<file path="src/rtl/cpu_pkg.sv">
`default_nettype none
// ============================================================================
// Module      : cpu_pkg
// Description : Shared types and constants for the R-format datapath front
//               end: fetch-stage state encoding, word width, default program
//               bounds and a PC alignment helper.
// Revision    : 1.0 - initial release
// ============================================================================
package cpu_pkg;

    localparam int WORD_W = 32;

    localparam logic [WORD_W-1:0] DEF_RESET_PC = 32'h0000_0000;
    localparam logic [WORD_W-1:0] DEF_END_PC   = 32'h0000_0080;

    // Fetch-stage sequencing states.
    typedef enum logic [1:0] {
        IDLE  = 2'b00,
        RUN   = 2'b01,
        DRAIN = 2'b10,
        HALT  = 2'b11
    } state_t;

    // Instruction addresses must sit on a 4-byte boundary.
    function automatic logic is_word_aligned(input logic [WORD_W-1:0] addr);
        return (addr[1:0] == 2'b00);
    endfunction

endpackage : cpu_pkg
`default_nettype wire

</file>
<file path="src/rtl/if_stage_if.sv">
`default_nettype none
// ============================================================================
// Module      : if_stage_if
// Description : Bundle of the fetch stage's non-clock signals.
//               master : the fetch stage itself.
//               slave  : core adder / instruction memory / downstream consumer.
// Ports       : start, pc_out, pc_next_in, instr_in      - core/program side
//               ifid_instr, ifid_pc, ifid_valid, ifid_ready - IF/ID handshake
//               halted, fault, fetch_count                 - status
// Revision    : 1.0 - initial release
// ============================================================================
interface if_stage_if
    import cpu_pkg::*;
#(
    parameter int CNT_W = 16
);
    logic              start;
    logic [WORD_W-1:0] pc_out;
    logic [WORD_W-1:0] pc_next_in;
    logic [WORD_W-1:0] instr_in;
    logic [WORD_W-1:0] ifid_instr;
    logic [WORD_W-1:0] ifid_pc;
    logic              ifid_valid;
    logic              ifid_ready;
    logic              halted;
    logic              fault;
    logic [CNT_W-1:0]  fetch_count;

    modport master (
        input  start, pc_next_in, instr_in, ifid_ready,
        output pc_out, ifid_instr, ifid_pc, ifid_valid, halted, fault, fetch_count
    );

    modport slave (
        output start, pc_next_in, instr_in, ifid_ready,
        input  pc_out, ifid_instr, ifid_pc, ifid_valid, halted, fault, fetch_count
    );

endinterface : if_stage_if
`default_nettype wire

</file>
<file path="src/rtl/if_stage_ifid_reg.sv">
`default_nettype none
// ============================================================================
// Module      : ifid_reg
// Description : One-entry IF/ID buffer with valid/ready output handshake.
//               A load always wins and overwrites the entry, which gives
//               bubble-free pass-through when the consumer takes the old entry
//               in the same cycle. Without a load, a completed handshake
//               empties the buffer.
// Ports       : clk, rst          - clock, synchronous active-high reset
//               load              - capture instr_in/pc_in this cycle
//               instr_in, pc_in   - entry to capture
//               ready             - consumer accepts the entry
//               instr_out, pc_out - buffered entry
//               valid             - buffer holds an entry
// Revision    : 1.0 - initial release
// ============================================================================
module ifid_reg
    import cpu_pkg::*;
(
    input  wire logic              clk,
    input  wire logic              rst,
    input  wire logic              load,
    input  wire logic [WORD_W-1:0] instr_in,
    input  wire logic [WORD_W-1:0] pc_in,
    input  wire logic              ready,
    output      logic [WORD_W-1:0] instr_out,
    output      logic [WORD_W-1:0] pc_out,
    output      logic              valid
);

    logic [WORD_W-1:0] r_instr;
    logic [WORD_W-1:0] r_pc;
    logic              r_valid;

    always_ff @(posedge clk) begin
        if (rst) begin
            r_instr <= '0;
            r_pc    <= '0;
            r_valid <= 1'b0;
        end else if (load) begin
            r_instr <= instr_in;
            r_pc    <= pc_in;
            r_valid <= 1'b1;
        end else if (r_valid && ready) begin
            r_valid <= 1'b0;
        end
    end

    assign instr_out = r_instr;
    assign pc_out    = r_pc;
    assign valid     = r_valid;

endmodule : ifid_reg
`default_nettype wire

</file>
<file path="src/rtl/if_stage.sv">
`default_nettype none
// ============================================================================
// Module      : if_stage
// Description : Instruction-fetch stage. Owns the PC, presents it to the
//               core, captures each instruction with its PC into a one-entry
//               IF/ID buffer, sequences start / end-of-program drain / halt
//               and counts captured instructions (saturating).
// Ports       : clk  - system clock, rising edge
//               rst  - synchronous active-high reset
//               bus  - if_stage_if.master (start, PC/instruction bus,
//                      IF/ID handshake, halted/fault/fetch_count status)
// Revision    : 1.0 - initial release
// ============================================================================
module if_stage
    import cpu_pkg::*;
#(
    parameter logic [WORD_W-1:0] RESET_PC = DEF_RESET_PC,
    parameter logic [WORD_W-1:0] END_PC   = DEF_END_PC,
    parameter int                CNT_W    = 16
)(
    input  wire logic   clk,
    input  wire logic   rst,
    if_stage_if.master  bus
);

    localparam logic [CNT_W-1:0] c_cnt_max = '1;

    state_t            r_state;
    logic [WORD_W-1:0] r_pc;
    logic [CNT_W-1:0]  r_count;
    logic              r_halted;
    logic              r_fault;

    logic              w_valid;
    logic              w_accept;
    logic              w_at_end;
    logic              w_fetch;
    logic              w_next_ok;

    // The buffer can take a new entry when it is empty or being emptied now.
    assign w_accept  = !w_valid || bus.ifid_ready;
    assign w_at_end  = (r_pc == END_PC);
    assign w_fetch   = (r_state == RUN) && w_accept && !w_at_end;
    assign w_next_ok = is_word_aligned(bus.pc_next_in);

    always_ff @(posedge clk) begin
        if (rst) begin
            r_state  <= IDLE;
            r_pc     <= RESET_PC;
            r_count  <= '0;
            r_halted <= 1'b0;
            r_fault  <= 1'b0;
        end else begin
            case (r_state)
                IDLE: begin
                    r_pc <= RESET_PC;
                    if (bus.start) begin
                        r_state <= RUN;
                    end
                end

                RUN: begin
                    if (w_at_end) begin
                        r_state <= DRAIN;
                    end else if (w_fetch) begin
                        if (r_count != c_cnt_max) begin
                            r_count <= r_count + 1'b1;
                        end
                        // A misaligned successor is still captured for its
                        // own PC, but the PC is frozen and the stage stops.
                        if (w_next_ok) begin
                            r_pc <= bus.pc_next_in;
                        end else begin
                            r_fault  <= 1'b1;
                            r_halted <= 1'b1;
                            r_state  <= HALT;
                        end
                    end
                end

                DRAIN: begin
                    // No loads happen here, so an accepted handshake empties
                    // the buffer at this same edge.
                    if (w_accept) begin
                        r_halted <= 1'b1;
                        r_state  <= HALT;
                    end
                end

                HALT: begin
                    r_halted <= 1'b1;
                end

                default: begin
                    r_state <= IDLE;
                end
            endcase
        end
    end

    ifid_reg u_ifid_reg (
        .clk       (clk),
        .rst       (rst),
        .load      (w_fetch),
        .instr_in  (bus.instr_in),
        .pc_in     (r_pc),
        .ready     (bus.ifid_ready),
        .instr_out (bus.ifid_instr),
        .pc_out    (bus.ifid_pc),
        .valid     (w_valid)
    );

    assign bus.ifid_valid  = w_valid;
    assign bus.pc_out      = r_pc;
    assign bus.halted      = r_halted;
    assign bus.fault       = r_fault;
    assign bus.fetch_count = r_count;

endmodule : if_stage
`default_nettype wire

</file>
<file path="src/flat_wrapper.sv">
// flat-port wrapper written by rule: the top's interface ports become plain ports
module if_stage_flat import cpu_pkg::*;
#(
    parameter logic [WORD_W-1:0] RESET_PC = DEF_RESET_PC,
    parameter logic [WORD_W-1:0] END_PC   = DEF_END_PC,
    parameter int                CNT_W    = 16
)
  (clk, rst, bus_start, bus_pc_next_in, bus_instr_in, bus_ifid_ready, bus_pc_out, bus_ifid_instr, bus_ifid_pc, bus_ifid_valid, bus_halted, bus_fault, bus_fetch_count);
  if_stage_if #(.CNT_W(CNT_W)) bus_i ();
  input  wire logic clk;
  input  wire logic rst;
  input wire logic [$bits(bus_i.start)-1:0] bus_start;
  input wire logic [$bits(bus_i.pc_next_in)-1:0] bus_pc_next_in;
  input wire logic [$bits(bus_i.instr_in)-1:0] bus_instr_in;
  input wire logic [$bits(bus_i.ifid_ready)-1:0] bus_ifid_ready;
  output wire logic [$bits(bus_i.pc_out)-1:0] bus_pc_out;
  output wire logic [$bits(bus_i.ifid_instr)-1:0] bus_ifid_instr;
  output wire logic [$bits(bus_i.ifid_pc)-1:0] bus_ifid_pc;
  output wire logic [$bits(bus_i.ifid_valid)-1:0] bus_ifid_valid;
  output wire logic [$bits(bus_i.halted)-1:0] bus_halted;
  output wire logic [$bits(bus_i.fault)-1:0] bus_fault;
  output wire logic [$bits(bus_i.fetch_count)-1:0] bus_fetch_count;
  assign bus_i.start = bus_start;
  assign bus_i.pc_next_in = bus_pc_next_in;
  assign bus_i.instr_in = bus_instr_in;
  assign bus_i.ifid_ready = bus_ifid_ready;
  assign bus_pc_out = bus_i.pc_out;
  assign bus_ifid_instr = bus_i.ifid_instr;
  assign bus_ifid_pc = bus_i.ifid_pc;
  assign bus_ifid_valid = bus_i.ifid_valid;
  assign bus_halted = bus_i.halted;
  assign bus_fault = bus_i.fault;
  assign bus_fetch_count = bus_i.fetch_count;
  if_stage #(.RESET_PC(RESET_PC), .END_PC(END_PC), .CNT_W(CNT_W)) u_core (.clk(clk), .rst(rst), .bus(bus_i));
endmodule
</file>
<file path="config.mk">
export PLATFORM = sky130hd
export DESIGN_NAME = if_stage_flat
export DESIGN_NICKNAME = d
export VERILOG_FILES = /design/src/rtl/cpu_pkg.sv /design/src/rtl/if_stage_if.sv /design/src/rtl/if_stage_ifid_reg.sv /design/src/rtl/if_stage.sv /design/src/flat_wrapper.sv
export SDC_FILE = /design/constraint.sdc
export NUM_CORES = 1
export LEC_CHECK = 0
export CORE_MARGIN = 4
export CORE_UTILIZATION = 31
export DETAILED_ROUTE_END_ITERATION = 6
export HOLD_SLACK_MARGIN = 0.12
export PLACE_DENSITY = 0.62
export RECOVER_POWER = 50
export SLEW_MARGIN = 20
export SYNTH_ARGS = -nofsm -noshare
export SYNTH_HDL_FRONTEND = slang
export SYNTH_SLANG_ARGS = --single-unit
</file>
<file path="constraint.sdc">
create_clock -name clk -period 2.7 [get_ports clk]
set_clock_uncertainty 0.15 [all_clocks]
set_input_delay 0.405 -clock clk [delete_from_list [all_inputs] [get_ports clk]]
set_output_delay 0.405 -clock clk [all_outputs]
set_load 0.01 [all_outputs]
</file>
# Word-level counts from Yosys, hierarchy flattened

Cells that the tools add are included.

Word-level logic and storage cells: 58
Register bits after elaboration: 117
Output and inout port bits: 115
Input bits: 68

Equal/unequal tests: 13
Bitwise operators: 2
Multiplexer cells: 17
Reductions and logical operators: 17
$add $sub $neg: 1

Operators with widths:

| cell                    | count |
|---|---|
| $mux W32                | 3 |
| $pmux W32 S2            | 1 |
| $eq A32 B8 Y1 const B   | 1 |
| $add A16 B1 Y16 const B | 1 |
| $ne A16 B16 Y1 const B  | 1 |
| $reduce_and A4 Y1       | 3 |
| $mux W2                 | 5 |
| $reduce_and A5 Y1       | 2 |
| $ne A2 B2 Y1 const B    | 4 |
| $mux W1                 | 6 |
| $ne A3 B2 Y1 const B    | 2 |
| $pmux W2 S3             | 1 |
| $reduce_bool A3 Y1      | 2 |
| $eq A2 B2 Y1 const B    | 2 |
| $logic_not A2 Y1        | 2 |
| $ne A2 B1 Y1 const B    | 2 |
| $reduce_bool A2 Y1      | 2 |
| $logic_and A1 B1 Y1     | 3 |
| $pmux W1 S3             | 1 |
| $eq A2 B1 Y1 const B    | 1 |
| $logic_not A1 Y1        | 2 |
| $not A1 Y1              | 2 |
| $logic_or A1 B1 Y1      | 1 |

# Longest topological paths before layout

Depth in word-level cells: 7
Mapped depth: 9

# Modules after synthesis

From an unflattened synthesis, not the netlist that was laid out.

Cell total of the unflattened synthesis: 433
Area total of the unflattened synthesis: 4,550.6 sq um

Modules (own cells, without submodules):

| module   | cells each | instances | area each (sq um) |
|---|---|---|---|
| ifid_reg | 210        | 1         | 2,344.7 |
| if_stage | 223        | 1         | 2,205.9 |

# Least setup slack after synthesis

Ideal clock, no wire load.

Path kind: flip-flop to flip-flop
Start: register u_core.r_count[0], in the netlist u_core.bus.fetch_count[0]
End: register u_core.r_count[15], in the netlist u_core.bus.fetch_count[15]
Data required time: 2,480 ps
Path buffers: 1
Setup slack: 458 ps
Cell stages (with the launch flop): 8
Clock period less this slack: 2,242 ps
Setup time: 70 ps
Arrival: 2,022 ps
Cells stage by stage: dfxtp_1 ha_1 nand4_2 nor4b_4 or4_1 buf_2 or4_1 a21oi_1

Word-level cells in the longest chain between the ends: 2
Elaborated cells between the ends (all ways): 3

Ends and longest elaborated chain:

| element                                                 | RTL line       | text |
|---|---|---|
| from (decl)                                             | if_stage.sv:30 | `logic [CNT_W-1:0] r_count;` |
| from (signal assigned)                                  | if_stage.sv:67 | `r_count <= r_count + 1'b1;` |
| branches (longest 2 deep; another with $add A16 B1 Y16) | -              |  |

Parallel ways; which one is timed is not known.
A chain may end at the register's enable or synchronous reset.

# Final worst setup path

Start: register u_core.r_state[1]
End: register u_core.r_count[7], in the netlist u_core.bus.fetch_count[7]

Word-level cells in the longest chain between the ends: 4

Ends and longest elaborated chain:

| element                           | RTL line                       | text |
|---|---|---|
| from (decl)                       | if_stage.sv:28                 | `state_t r_state;` |
| from (signal assigned)            | if_stage.sv:48                 | `r_state <= IDLE;` |
| from (signal assigned)            | if_stage.sv:58                 | `r_state <= RUN;` |
| from (signal assigned)            | if_stage.sv:64                 | `r_state <= DRAIN;` |
| $eq A2 B1 Y1 *                    | if_stage.sv:43, if_stage.sv:54 |  |
| $logic_and A1 B1 Y1 (2 in series) | if_stage.sv:43                 | `assign w_fetch = (r_state == RUN) && w_accept && !w_at_end;` |
| $reduce_and A4 Y1 (no line) *     | -                              |  |

Mark *: on every way between the ends. The rest lies on a longest branch, timed or not.

==> results.py <==
metrics = {
    "worst_hold_path": {
        "hold_depth": 2,
        "hp-start": "u_core.u_ifid_reg.instr_out[10]",
        "hp-class": "flip-flop to flip-flop",
        "hold_end": "u_core.u_ifid_reg.instr_out[10]",
    },
    "clocking": {
        "clock_latency_ns": 0.41,
        "clockBufferDepth": 2,
        "cts_made_buffers": 17,
        "ctsResizeCount": 0,
        "clk_transition_reported_paths_ns": 0.05,
        "cts_max_level": 4,
        "postCtsSetupRepairBufs": 0,
        "cts_tree": "done",
        "cts-root-buf": "clkbuf_16",
        "cts.sinks": 117,
    },
    "cells_and_area": {
        "nets": 758,
        "layout-drive-gt1-share": 0.0846,
        "nFillCells": 1331,
        "antenna_cells": 0,
        "syn_to_final_growth_pct": 61.3,
        "final_core_utilization": 0.512,
    },
    "timing": {
        "max_slew_margin": 0.612,
        "rsz0062_at_grt": "false",
        "setup_ws_ns": 0.207,
        "holdWs_ns": 0.299,
        "fin_crit_sh": 0.923,
        "final-hold-violation-count": 0,
        "fin_crit_ns": 2.49,
        "fmax_mhz": 401,
        "final_max_slew_viol_count": 0,
        "tightest_slew_ns": 0.581,
        "fin_setup_tns_ns": 0,
        "setup_viol": 0,
    },
    "routing": {
        "drt_iter0_markers": 325,
        "vias": 4307,
        "wl_per_cell_um": 15.7,
        "routed_wl_mm": 13.7,
        "postRouteAntennaNets": 0,
        "firstDrtPassIters": 4,
        "drc": 0,
        "vias_per_cell": 4.91,
    },
    "die": {
        "dieArea_mm2": 0.0162,
        "start_util": 0.317,
        "die_w_um": 127,
        "die_y_um": 127,
        "core-area_mm2": 0.0139,
        "num_rows": 43,
        "io_pins": 183,
    },
    "grt": {
        "grt_usage": 0.171,
        "grt_pass1_vias": 4372,
        "grt_antenna_before_repair": 0,
        "gr-total-overflow": 0,
        "grt_max_degree": 47,
        "grt_first_pass_wirelength_mm": 22.1,
    },
    "setup_path": {
        "rr_endpoint": "u_core.bus.fetch_count[7]",
        "reg2reg_slack_ns": 0.21,
        "worstSetupPathType": "flip-flop to flip-flop",
        "critPathMaxFanout": 14,
        "start_kind": "flip-flop",
        "worst_setup_path_end_kind": "flip-flop",
        "arrival_ns": 2.64,
        "r2r_cells": 7,
        "cp.required_ns": 2.85,
        "r2r-start": "u_core.r_state[1]",
    },
    "pwr": {
        "leakage_nw": 2.93,
        "irDropWorstVdd_v": 0.000368,
        "p_per_area_mw_per_mm2": 849,
    },
    "yosys": {
        "syn_area_mm2": 0.00441,
        "synth_edf_count": 0,
        "synth_area_leaders": "dfxtp_1 (53%), nand2_1 (12%), a21oi_1 (8.7%)",
        "synthMostInstantiatedCell": "nand2_1",
        "synth.net_count": 576,
        "syn_area_per_cell_um2": 8.78,
        "async_flop_share": 0,
        "ys_ff_latch": 117,
        "yosys-top-cells-count": "nand2_1 (137), dfxtp_1 (117), a21oi_1 (77)",
        "synth_top_area_frac": 0.532,
        "synth-main-ff-cell": "dfxtp_1",
        "synthCells": 502,
        "yosys_warnings": 0,
        "synth_area_leader_cell": "dfxtp_1",
        "ys_types": 38,
        "yosysSeqAreaShare": 0.532,
    },
    "run": {
        "maxCapViolCount": 0,
    },
    "placement": {
        "place.port_buffers": 182,
        "place.gp.congestion": 0.792,
        "dp_hpwl_mm": 9.64,
        "pre_cts_slack_ns": 0.214,
    },
    "status": {
        "status": "finished, final reports clean",
    },
}
[how the worst max path moves through the flow]
stage                                            to                      start  cells past startpoint  slack (ns)
floorplan                u_core.bus.fetch_count[15]  u_core.bus.fetch_count[0]                      7        0.46
global placement          u_core.bus.fetch_count[7]             bus_ifid_ready                      6        0.24
detailed placement     u_core.u_ifid_reg.pc_out[18]      u_core.bus.pc_out[16]                      7        0.21
CTS                    u_core.u_ifid_reg.pc_out[17]      u_core.bus.pc_out[16]                      7        0.19
global route        u_core.u_ifid_reg.instr_out[22]          u_core.r_state[1]                      8        0.04
finish                    u_core.bus.fetch_count[7]          u_core.r_state[1]                      7        0.21
[where the power goes]
part           internal (mW)  switching, mW
Clock                   1.64          0.768
Sequential              1.92          0.125
Combinational          0.653          0.928
[metal layers]
layer | global-route usage | part of all wire | vias to the layer above
met3 | 0.0589 | 0.067 | 29
met4 | 0.0852 | 0.033 | 0
li1 | - | - | 2127
met2 | 0.285 | 0.48 | 140
met5 | 0 | 0 | -
met1 | 0.195 | 0.42 | 2011
[cell families after synthesis]
family                     after synthesis  synth area share
muxes                                    6            0.0151
adders and majority gates                6            0.0170
and+or+nand+nor                        205             0.217
buffers and inverters                   41            0.0386
DFF                                    117             0.532
AOI/OAI and AO/OA                      127             0.180
[cell type report]
class                      count  area, µm²  share of cell area
sequential                   117       2340               0.330
timing repair buffer         196       1950               0.274
multi-input combinational    345       1930               0.271
clock buffer                  23        488              0.0687
tap                          180        225              0.0317
clock inverter                 9        148              0.0208
inverter                       7       26.3             0.00370
[what timing repair did]
action | CTS | global route
hold buffers | 1 | 0
endpoints found under the hold margin | 1 | 0
endpoints found under the setup margin | 0 | 59
[through the flow]
| stage | total power [mW] | area, µm² | instances |
|---|---|---|---|
| finish | 6.03 | 7100 | 877 |
| global route | 6.36 | 7100 | 877 |
| CTS | 6.15 | 7100 | 876 |
| detailed placement | 3.72 | 6450 | 843 |
| global placement | 3.68 | 6450 | 843 |
| floorplan | 2.91 | 4410 | 502 |
[registers in the layout, indices dropped and copies added, names as in the netlist]
signal	cells
u_core.bus.pc_out	32
u_core.u_ifid_reg.instr_out	32
u_core.u_ifid_reg.pc_out	32
u_core.bus.fetch_count	16
u_core.r_state	2
u_core.bus.fault	1
u_core.bus.halted	1
u_core.u_ifid_reg.valid	1
[worst max-delay path, stage by stage (launching register included)]
cell and delay [ns]:
dfxtp_1 0.34, inv_1 0.11, ha_1 0.21, inv_1 0.14, nor2_1 0.43, o21ai_4 0.22
nor4_1 0.41, mux2_2 0.37
[cell usage in the layout, fill, tap and decap left out, types with 2 or more instances in the layout]
cell type	instances
o31ai_1	8
or3_1	2
clkdlybuf4s50_1	66
nor2b_1	6
nor2_1	13
clkbuf_8	4
clkbuf_16	17
ha_1	6
mux2_2	5
nand2b_1	2
nand3_1	7
or4_1	9
a22o_1	30
a21oi_1	77
buf_12	2
dlygate4sd3_1	116
nand2_1	137
clkbuf_1	2
nor4_1	12
nand4_2	2
bufinv_16	4
dfxtp_1	117
buf_4	11
clkinv_2	4
inv_1	7
and2_1	2
o21ai_0	4
nand4_1	5
Note: power is estimated with default switching activity, not from simulation.
